[config.mk]
export PLATFORM = sky130hd
export DESIGN_NAME = therm_time_decoder
export DESIGN_NICKNAME = d
export VERILOG_FILES = /design/src/rtl/therm_pkg.sv /design/src/rtl/therm_lane_capture.sv /design/src/rtl/therm_time_decoder.sv
export SDC_FILE = /design/constraint.sdc
export NUM_CORES = 1
export LEC_CHECK = 0
export BUFFER_PORTS_ARGS = -buffer_cell sky130_fd_sc_hd__buf_2
export CORE_ASPECT_RATIO = 1.75
export CORE_MARGIN = 2
export CORE_UTILIZATION = 40
export DETAILED_ROUTE_END_ITERATION = 8
export GPL_ROUTABILITY_DRIVEN = 0
export PLACE_DENSITY_LB_ADDON = 0.2
export SLEW_MARGIN = 20
export SYNTH_ARGS = -nofsm -noshare
export SYNTH_HDL_FRONTEND = slang
export SYNTH_SLANG_ARGS = --single-unit
[constraint.sdc]
create_clock -name clk -period 2.37 [get_ports clk]
set_clock_uncertainty 0.2 [all_clocks]
set_input_delay 0.474 -clock clk [delete_from_list [all_inputs] [get_ports clk]]
set_output_delay 0.474 -clock clk [all_outputs]
set_load 0.05 [all_outputs]
[src/rtl/therm_pkg.sv]
// Shared types and helpers for the thermometer time decoder.
package therm_pkg;

  typedef enum logic [1:0] {
    IDLE = 2'd0,
    RUN  = 2'd1,
    HOLD = 2'd2
  } state_t;

  // Largest arrival time representable in cnt_w bits; also the last sample of a window.
  function automatic int unsigned max_t(input int unsigned cnt_w);
    return (32'd1 << cnt_w) - 32'd1;
  endfunction

  // Low bit of a lane's slice in the packed time word.
  function automatic int unsigned lane_lo(input int unsigned lane, input int unsigned cnt_w);
    return lane * cnt_w;
  endfunction

endpackage

[src/rtl/therm_lane_capture.sv]
// Per-lane first-edge timestamp, hit flag and sticky non-monotone error flag.
module therm_lane_capture
  import therm_pkg::*;
#(
  parameter int unsigned CNT_W = 4
) (
  input  logic             clk,
  input  logic             rst_n,
  input  logic             clear,
  input  logic             sample_en,
  input  logic [CNT_W-1:0] count,
  input  logic             lane_in,
  input  logic             force_timeout,
  output logic [CNT_W-1:0] arr_time,
  output logic             hit,
  output logic             err
);

  localparam logic [CNT_W-1:0] MAX_CNT = CNT_W'(max_t(CNT_W));

  // Capture first rise; lanes still unhit at window close report the timeout value.
  always_ff @(posedge clk or negedge rst_n) begin
    if (!rst_n) begin
      arr_time <= '0;
      hit      <= 1'b0;
      err      <= 1'b0;
    end else if (clear) begin
      arr_time <= '0;
      hit      <= 1'b0;
      err      <= 1'b0;
    end else if (sample_en) begin
      if (!hit && lane_in) begin
        arr_time <= count;
        hit      <= 1'b1;
      end else if (!hit && force_timeout) begin
        arr_time <= MAX_CNT;
      end
      if (hit && !lane_in) begin
        err <= 1'b1;
      end
    end
  end

endmodule

[src/rtl/therm_time_decoder.sv]
// Race-logic readout: timestamps first rising edge per lane within a window, valid/ready result.
module therm_time_decoder
  import therm_pkg::*;
#(
  parameter int unsigned LANES = 4,
  parameter int unsigned CNT_W = 4
) (
  input  logic                   clk,
  input  logic                   rst_n,
  input  logic                   start,
  input  logic [LANES-1:0]       lane_in,
  output logic                   busy,
  output logic                   out_valid,
  input  logic                   out_ready,
  output logic [LANES*CNT_W-1:0] out_time,
  output logic [LANES-1:0]       out_hit,
  output logic [LANES-1:0]       out_err
);

  localparam logic [CNT_W-1:0] MAX_CNT = CNT_W'(max_t(CNT_W));

  state_t           state, state_nx;
  logic [CNT_W-1:0] count, count_nx;
  logic             clear_c;
  logic             sample_en_c;
  logic             done_c;
  logic             all_hit_c;

  // Window closes early once every lane has risen, counting the current sample.
  assign all_hit_c = &(out_hit | lane_in);

  // State, sample counter and registered status outputs.
  always_ff @(posedge clk or negedge rst_n) begin
    if (!rst_n) begin
      state     <= IDLE;
      count     <= '0;
      busy      <= 1'b0;
      out_valid <= 1'b0;
    end else begin
      state     <= state_nx;
      count     <= count_nx;
      busy      <= (state_nx != IDLE);
      out_valid <= (state_nx == HOLD);
    end
  end

  // Next-state, counter and lane-control decode.
  always_comb begin
    state_nx    = state;
    count_nx    = count;
    clear_c     = 1'b0;
    sample_en_c = 1'b0;
    done_c      = 1'b0;
    case (state)
      IDLE: begin
        clear_c  = 1'b1;
        count_nx = '0;
        if (start) state_nx = RUN;
      end
      RUN: begin
        sample_en_c = 1'b1;
        count_nx    = count + CNT_W'(1);
        if (all_hit_c || (count == MAX_CNT)) begin
          done_c   = 1'b1;
          state_nx = HOLD;
          count_nx = '0;
        end
      end
      HOLD: begin
        if (out_valid && out_ready) state_nx = IDLE;
      end
      default: state_nx = IDLE;
    endcase
  end

  // One capture slice per lane.
  for (genvar i = 0; i < LANES; i++) begin : g_lane
    therm_lane_capture #(
      .CNT_W(CNT_W)
    ) u_lane (
      .clk          (clk),
      .rst_n        (rst_n),
      .clear        (clear_c),
      .sample_en    (sample_en_c),
      .count        (count),
      .lane_in      (lane_in[i]),
      .force_timeout(done_c),
      .arr_time     (out_time[lane_lo(i, CNT_W) +: CNT_W]),
      .hit          (out_hit[i]),
      .err          (out_err[i])
    );
  end

endmodule
Yosys cells after proc, flatten, opt, wreduce, memory -nomap -nowiden
Index checks and enable logic that the tools add are counted.

operators by class
  order comparisons = 0
  reduce and logical (&&, ||, !) cells = 51
  add/subtract/negate cells = 1
  divide/modulo/power cells = 0
  shifts and indexed selects = 0
  bitwise operators = 1
  equality and inequality tests = 4
  mux-type cells = 50
  multiply operators = 0

operators with widths
  kind                   number
  $mux W4                17
  $mux W1                28
  $reduce_and A2 Y1      12
  $reduce_bool A2 Y1     11
  $logic_and A1 B1 Y1    13
  $reduce_bool A3 Y1     4
  $logic_not A1 Y1       8
  $pmux W4 S2            1
  $mux W2                3
  $pmux W2 S3            1
  $add A4 B1 Y4 const B  1
  $eq A2 B2 Y1 const B   2
  $eq A4 B4 Y1 const B   1
  $or A4 B4 Y4           1
  $reduce_and A4 Y1      1
  $eq A2 B1 Y1 const B   1
  $logic_not A2 Y1       1
  $logic_or A1 B1 Y1     1

word-level totals
  latch bits = 0
  RAM bits = 0
  output and inout bits = 26
  bits in registers = 32
  memories kept = 0
  logic and storage cells = 123
  input bits = 8
  bits in read-only memories = 0

Logic depth before layout (Yosys ltp)
  depth after elaboration = 10
  gate-level depth with buffers = 5
  gate-level depth less buffers = 5

Cells and area by module
From an unflattened synthesis, not the netlist that was laid out.

unflattened totals
  cells, all modules = 110
  area total of the unflattened synthesis = 1378.8 um^2

by module, submodules not included
  module              seq. area each (um^2)  times used  area each (um^2)  cells an instance
  therm_lane_capture  150.1                  4           245.2             19
  therm_time_decoder  200.2                  1           397.9             34

Worst setup path after synthesis
OpenSTA, ideal clock, no wires.

  path kind = register to register
  from = reg count[0]
  to = reg g_lane[0].u_lane.arr_time[0]
  cell stages (with the launch flop) = 6
  buffers on the path = 0
  setup time = 0.125 ns
  arrival time = 1.345 ns
  slack = 0.701 ns
  data required time = 2.045 ns
  period minus slack after synthesis = 1.669 ns
  cells stage by stage = dfrtp_1 -> ha_1 -> and3_4 -> a21o_4 -> o21ai_2 -> o2bb2ai_1

between the ends
  longest elaborated chain between the ends = 7
  elaborated cells between the ends (all ways) = 10
  classes of those cells = 1 x eq/ne; 5 x mux; 4 x reduce/logical

RTL lines
  what                                 RTL line                  text
  start: declaration                   therm_time_decoder.sv:23  logic [CNT_W-1:0] count, count_nx;
  start signal: assignment             therm_time_decoder.sv:41  count <= count_nx;
  $eq A4 B4 Y1                         therm_time_decoder.sv:63  if (all_hit_c || (count == MAX_CNT)) begin
  $logic_or A1 B1 Y1                   therm_time_decoder.sv:63
  $mux W1                              therm_time_decoder.sv:63
  $mux W1                              therm_time_decoder.sv:54  case (state)
  $logic_and A1 B1 Y1                  therm_lane_capture.sv:35  end else if (!hit && force_timeout) begin
  $reduce_bool A3 Y1 (no source line)  --
  $reduce_and A2 Y1 (no source line)   --
  end signal: assignment               therm_lane_capture.sv:33  arr_time <= count;
  end: declaration                     therm_lane_capture.sv:14  output logic [CNT_W-1:0] arr_time,

Parallel ways exist; a longest one is shown, timed or not. The select of a mux whose other input is x is not followed.
A chain may end at the register's enable or synchronous reset.

Worst setup path in the final report
  from = reg count[1]
  to = reg count[3]

between the ends
  longest elaborated chain between the ends = 4
  elaborated cells between the ends (all ways) = 5
  classes of those cells = 1 x add/sub; 1 x eq/ne; 2 x mux; 1 x reduce/logical

RTL lines
  what                                                   RTL line
  branches (longest 2 deep; another with $add A4 B1 Y4)  --
  $mux W4 *                                              therm_time_decoder.sv:63
  $pmux W4 S2 *                                          therm_time_decoder.sv:54

Mark *: on every way between the ends.

==> impl.org <==
** Run status
- Run status :: finished, final reports clean

** Clock network
- CTS Buf Count :: 5
- Clock-pin slew was measured on the worst setup and hold paths at approximately 60 ps.
- TritonCTS built the clock tree.
- Cts hold-fix bufs :: 0
- TritonCTS sink count :: 32
- Post-CTS Repair Setup Buffers :: 0
- Maximum number of buffers from clock root to sink :: 2
- At the later pin of the worst-skew pair, clock insertion delay measures between 200 and 300 ps.
- Number of gates resized after CTS :: 0
- CTS built an H-tree with a depth of 2.
- Clock tree synthesis selected as its root buffer the cell sky130_fd_sc_hd__clkbuf_8.

** Routing
- Final Routed Wirelength :: approximately 3.4 mm
- Routed via count :: between 1k and 1.5k
- Drt drc :: 0
- Starting DRC count in detailed routing :: 24
- Post-DRT Antenna Nets :: 0
- In the final routed layout, each cell accounts on average for around 16 um.
- Average vias per placed instance :: 5.35
- The first TritonRoute pass finished after 4 iterations.

** Power and ir drop
- Int Power :: 1400 uW
- Power share of the combinational group :: 49.3%
- Power density relative to cell area :: between 1500 and 2000 mW/mm2
- Power share of the clock group :: 15.9%
- The share of total power dissipated in sequential elements is approximately a third.
- Across the VDD grid, the largest voltage drop is about 0.67 mV.
- Switching fraction of total power :: 50.3%
- In this run the power spent charging and discharging nets is 1410 uW.
- Summed over all cells, the static leakage comes to roughly 0.00084 uW.

** Critical path
- STA classifies the critical path endpoint as a flip-flop.
- Slowest cell on the critical path :: sky130_fd_sc_hd__dfrtp_1
- For this run, the slowest stage of the critical path takes 480 ps.
- Top fanout value on the critical path :: 8
- Data arrival time of the critical path :: around 1900 ps
- Data required time at the worst endpoint :: ~2400 ps
- Traced cell by cell, the critical path runs through ha_1 -> and3_4 -> a211oi_4 -> a41oi_1 -> a31oi_1.
- Setup crit start kind :: flip-flop
- Measured in cells, the most critical reg-to-reg path has a length of 5.
- Type of the worst setup path :: reg -> reg

** Global route
- After global routing the overflow that remains totals 0.
- Vias in the first global route :: ~1.2k
- The first global-routing pass estimated about 5.4 mm of wire.
- Global routing consumed, over all layers together, roughly 17% of the routing resources.
- Antenna violations before repair :: 0
- Entering global routing, the biggest net connects 33 pins.

** STA
- Total count of hold-check failures in the final report :: 0
- RSZ-0062 raised after global routing :: no
- Setup violations remaining at the end of the flow were counted as 0.
- Derived from the worst setup path, the maximum achievable clock frequency is around 540 MHz.
- The final number of max-transition violations came to 0.
- For the final routed database, the setup TNS stands at 0 ps.
- Tightest Pin Transition :: approximately 700 ps
- Of the available clock period, the critical path in the final layout requires between 70% and 80%.
- Period minus WS final :: around 1900 ps
- The worst pin sits at a relative slew slack of between 50 and 60%.

** Final layout
- At the end of the flow, the number of nets in the layout was ~180.
- The number of antenna diodes in the final layout is 0.
- Fill cells in the final layout number approximately 360.
- Commonest non-fill, non-tap cells in the layout :: sky130_fd_sc_hd__buf_2, sky130_fd_sc_hd__dfrtp_1, sky130_fd_sc_hd__nor2_1
- Cells with a size suffix above 1 make up ~33% of the layout.
- Leading cell type in the layout, fill and taps excluded :: sky130_fd_sc_hd__buf_2
- Final core occ :: 48.6%
- With fillers left out, the area of the finished cells amounts to around 0.0018 mm2.
- Syn-to-layout area delta :: 16.1%

** Floorplanning
- The core region is 0.00363 mm2.
- Initial core utilization :: a little over two fifths
- From bottom edge to top edge, the die measures roughly 86 um.
- The floorplan has 29 rows.
- Width of the die :: between 50 and 60 um
- I/O pin total :: 34
- Area enclosed by the die boundary :: 0.00433 mm2

** Synthesis
- Post-synthesis sequential area ratio :: about 53%
- Number of warnings printed during yosys synthesis :: 0
- Of the total synthesized cell area, the portion taken by XOR and XNOR cells is 0%.
- Sorting the synthesized cells by area gives the leading types as sky130_fd_sc_hd__dfrtp_1, sky130_fd_sc_hd__o2bb2ai_1, sky130_fd_sc_hd__nor2_1, sky130_fd_sc_hd__o21ai_2, sky130_fd_sc_hd__buf_4.
- Post-synth cell types :: 27
- In the synthesized netlist, mux cells make up 0.741% of the area.
- After technology mapping, the gate count stands at 140.
- Synth async-reset ratio :: between 90% and 100%
- Of the post-synthesis cell area, the dominant cell type holds between 50% and 60%.
- In the synthesized netlist the dominant register cell turns out to be sky130_fd_sc_hd__dfrtp_1.
- The synthesized design contains 32 register bits.
- The synthesized netlist devotes less than 1% of its cell area to adder and majority cells.
- After Yosys synthesis, and, or, nand and nor cells account for between 10% and 20% of the synthesized area.
- Area fraction in compound gates after synthesis :: a little over a quarter
- Cell area after technology mapping :: around 0.0015 mm2
- Post-synthesis net count :: between 100 and 150
- Average cell area after synthesis :: approximately 11 um2
- The synthesized design spends more area on one cell type than any other, namely sky130_fd_sc_hd__dfrtp_1.
- After synthesis, the largest family of logic cells by area is compound AO/OA/AOI/OAI gates.
- Counting flops with a built-in enable in the synthesized netlist gives 0.

** Placement
- Placed instance area :: 0.00167 mm2
- Number of input and output port buffers inserted :: 33
- Detailed placement finished with a half-perimeter wire length of about 2.4 mm.

** Flow run
- Count of max-cap constraint violations :: 0

** Min path
- Worst min-delay path class :: in -> async
==> area by class of cell <==
| class | instances | area, um2 | share of cell area [%] |
|---|---|---|---|
| Sequential cell | 32 | 801 | 45.4 |
| Clock buffer | 7 | 96.3 | 5.46 |
| Inverter | 3 | 11.3 | 0.639 |
| Timing Repair Buffer | 33 | 165 | 9.37 |
| Multi-Input combinational cell | 94 | 632 | 35.8 |
| Tap cell | 46 | 57.6 | 3.26 |
==> critical path: cells and delay by family (launching register included) <==
family | cells | cell delay (ps)
AOI/OAI and AO/OA | 3 | 630
DFF | 1 | 480
and+or+nand+nor | 1 | 210
adders and majority gates | 1 | 260
==> cells by family (layout without fill, tap and decap cells) <==
kind of cell,Yosys count,in the layout
compound gates,51,51
fa+ha+maj,1,1
buf+inv,14,43
flops,32,32
mux,1,1
simple gates,41,41
==> metrics by stage <==
| step | total power [uW] | worst slack [ps] | std cells | hold WS (ps) |
|---|---|---|---|---|
| after floorplan | 2120 | 701 | 140 | -21.6 |
| after global placement | 2350 | 538 | 208 | 270 |
| after detailed placement | 2380 | 498 | 208 | 269 |
| after CTS | 2830 | 516 | 215 | 73.5 |
| after global routing | 2980 | 403 | 215 | 98.4 |
| final | 2810 | 512 | 215 | 39.6 |
==> registers in the layout, indices dropped and copies added, names as in the netlist <==
| register | count |
|---|---|
| g_lane.u_lane.arr_time | 16 |
| count | 4 |
| g_lane.u_lane.err | 4 |
| g_lane.u_lane.hit | 4 |
| state | 2 |
| busy | 1 |
| out_valid | 1 |
==> per-layer routing <==
layer	track usage, %	share of wire (%)
met2	29.5	52
met1	18.2	40
met3	5.05	4.3
met5	0	0
met4	8.85	2.9
==> cells in the mapped netlist, types with 2 or more instances <==
library cell and n:
sky130_fd_sc_hd__nor2_1 24, sky130_fd_sc_hd__nand2_1 3, sky130_fd_sc_hd__inv_1 2, sky130_fd_sc_hd__o21ai_0 3, sky130_fd_sc_hd__dfrtp_1 32, sky130_fd_sc_hd__nor2b_1 8, sky130_fd_sc_hd__a31oi_1 4, sky130_fd_sc_hd__o21ai_2 8
sky130_fd_sc_hd__a21oi_1 12, sky130_fd_sc_hd__o2bb2ai_1 16, sky130_fd_sc_hd__buf_4 9, sky130_fd_sc_hd__clkbuf_1 2, sky130_fd_sc_hd__nand2b_1 3
==> worst paths after layout <==
check / slack [ps] / start / endpoint
max reg2reg: 510 / count[1] / count[3]
min reg2reg: 280 / g_lane[0].u_lane.arr_time[2] / g_lane[0].u_lane.arr_time[2]
min in group clk: 210 / start / state[0]
max in group asynchronous: 1470 / rst_n / count[2]
min: 40 / rst_n / g_lane[3].u_lane.hit
max: 510 / count[1] / count[3]
==> power groups by stage <==
stage	logic, uW	registers [uW]	clock network (uW)
after floorplan	876	1250	0
after global placement	1370	980	0
after detailed placement	1400	985	0
after CTS	1400	977	457
after global routing	1490	1010	483
final	1390	979	446
Note: power is estimated with default switching activity, not from simulation.
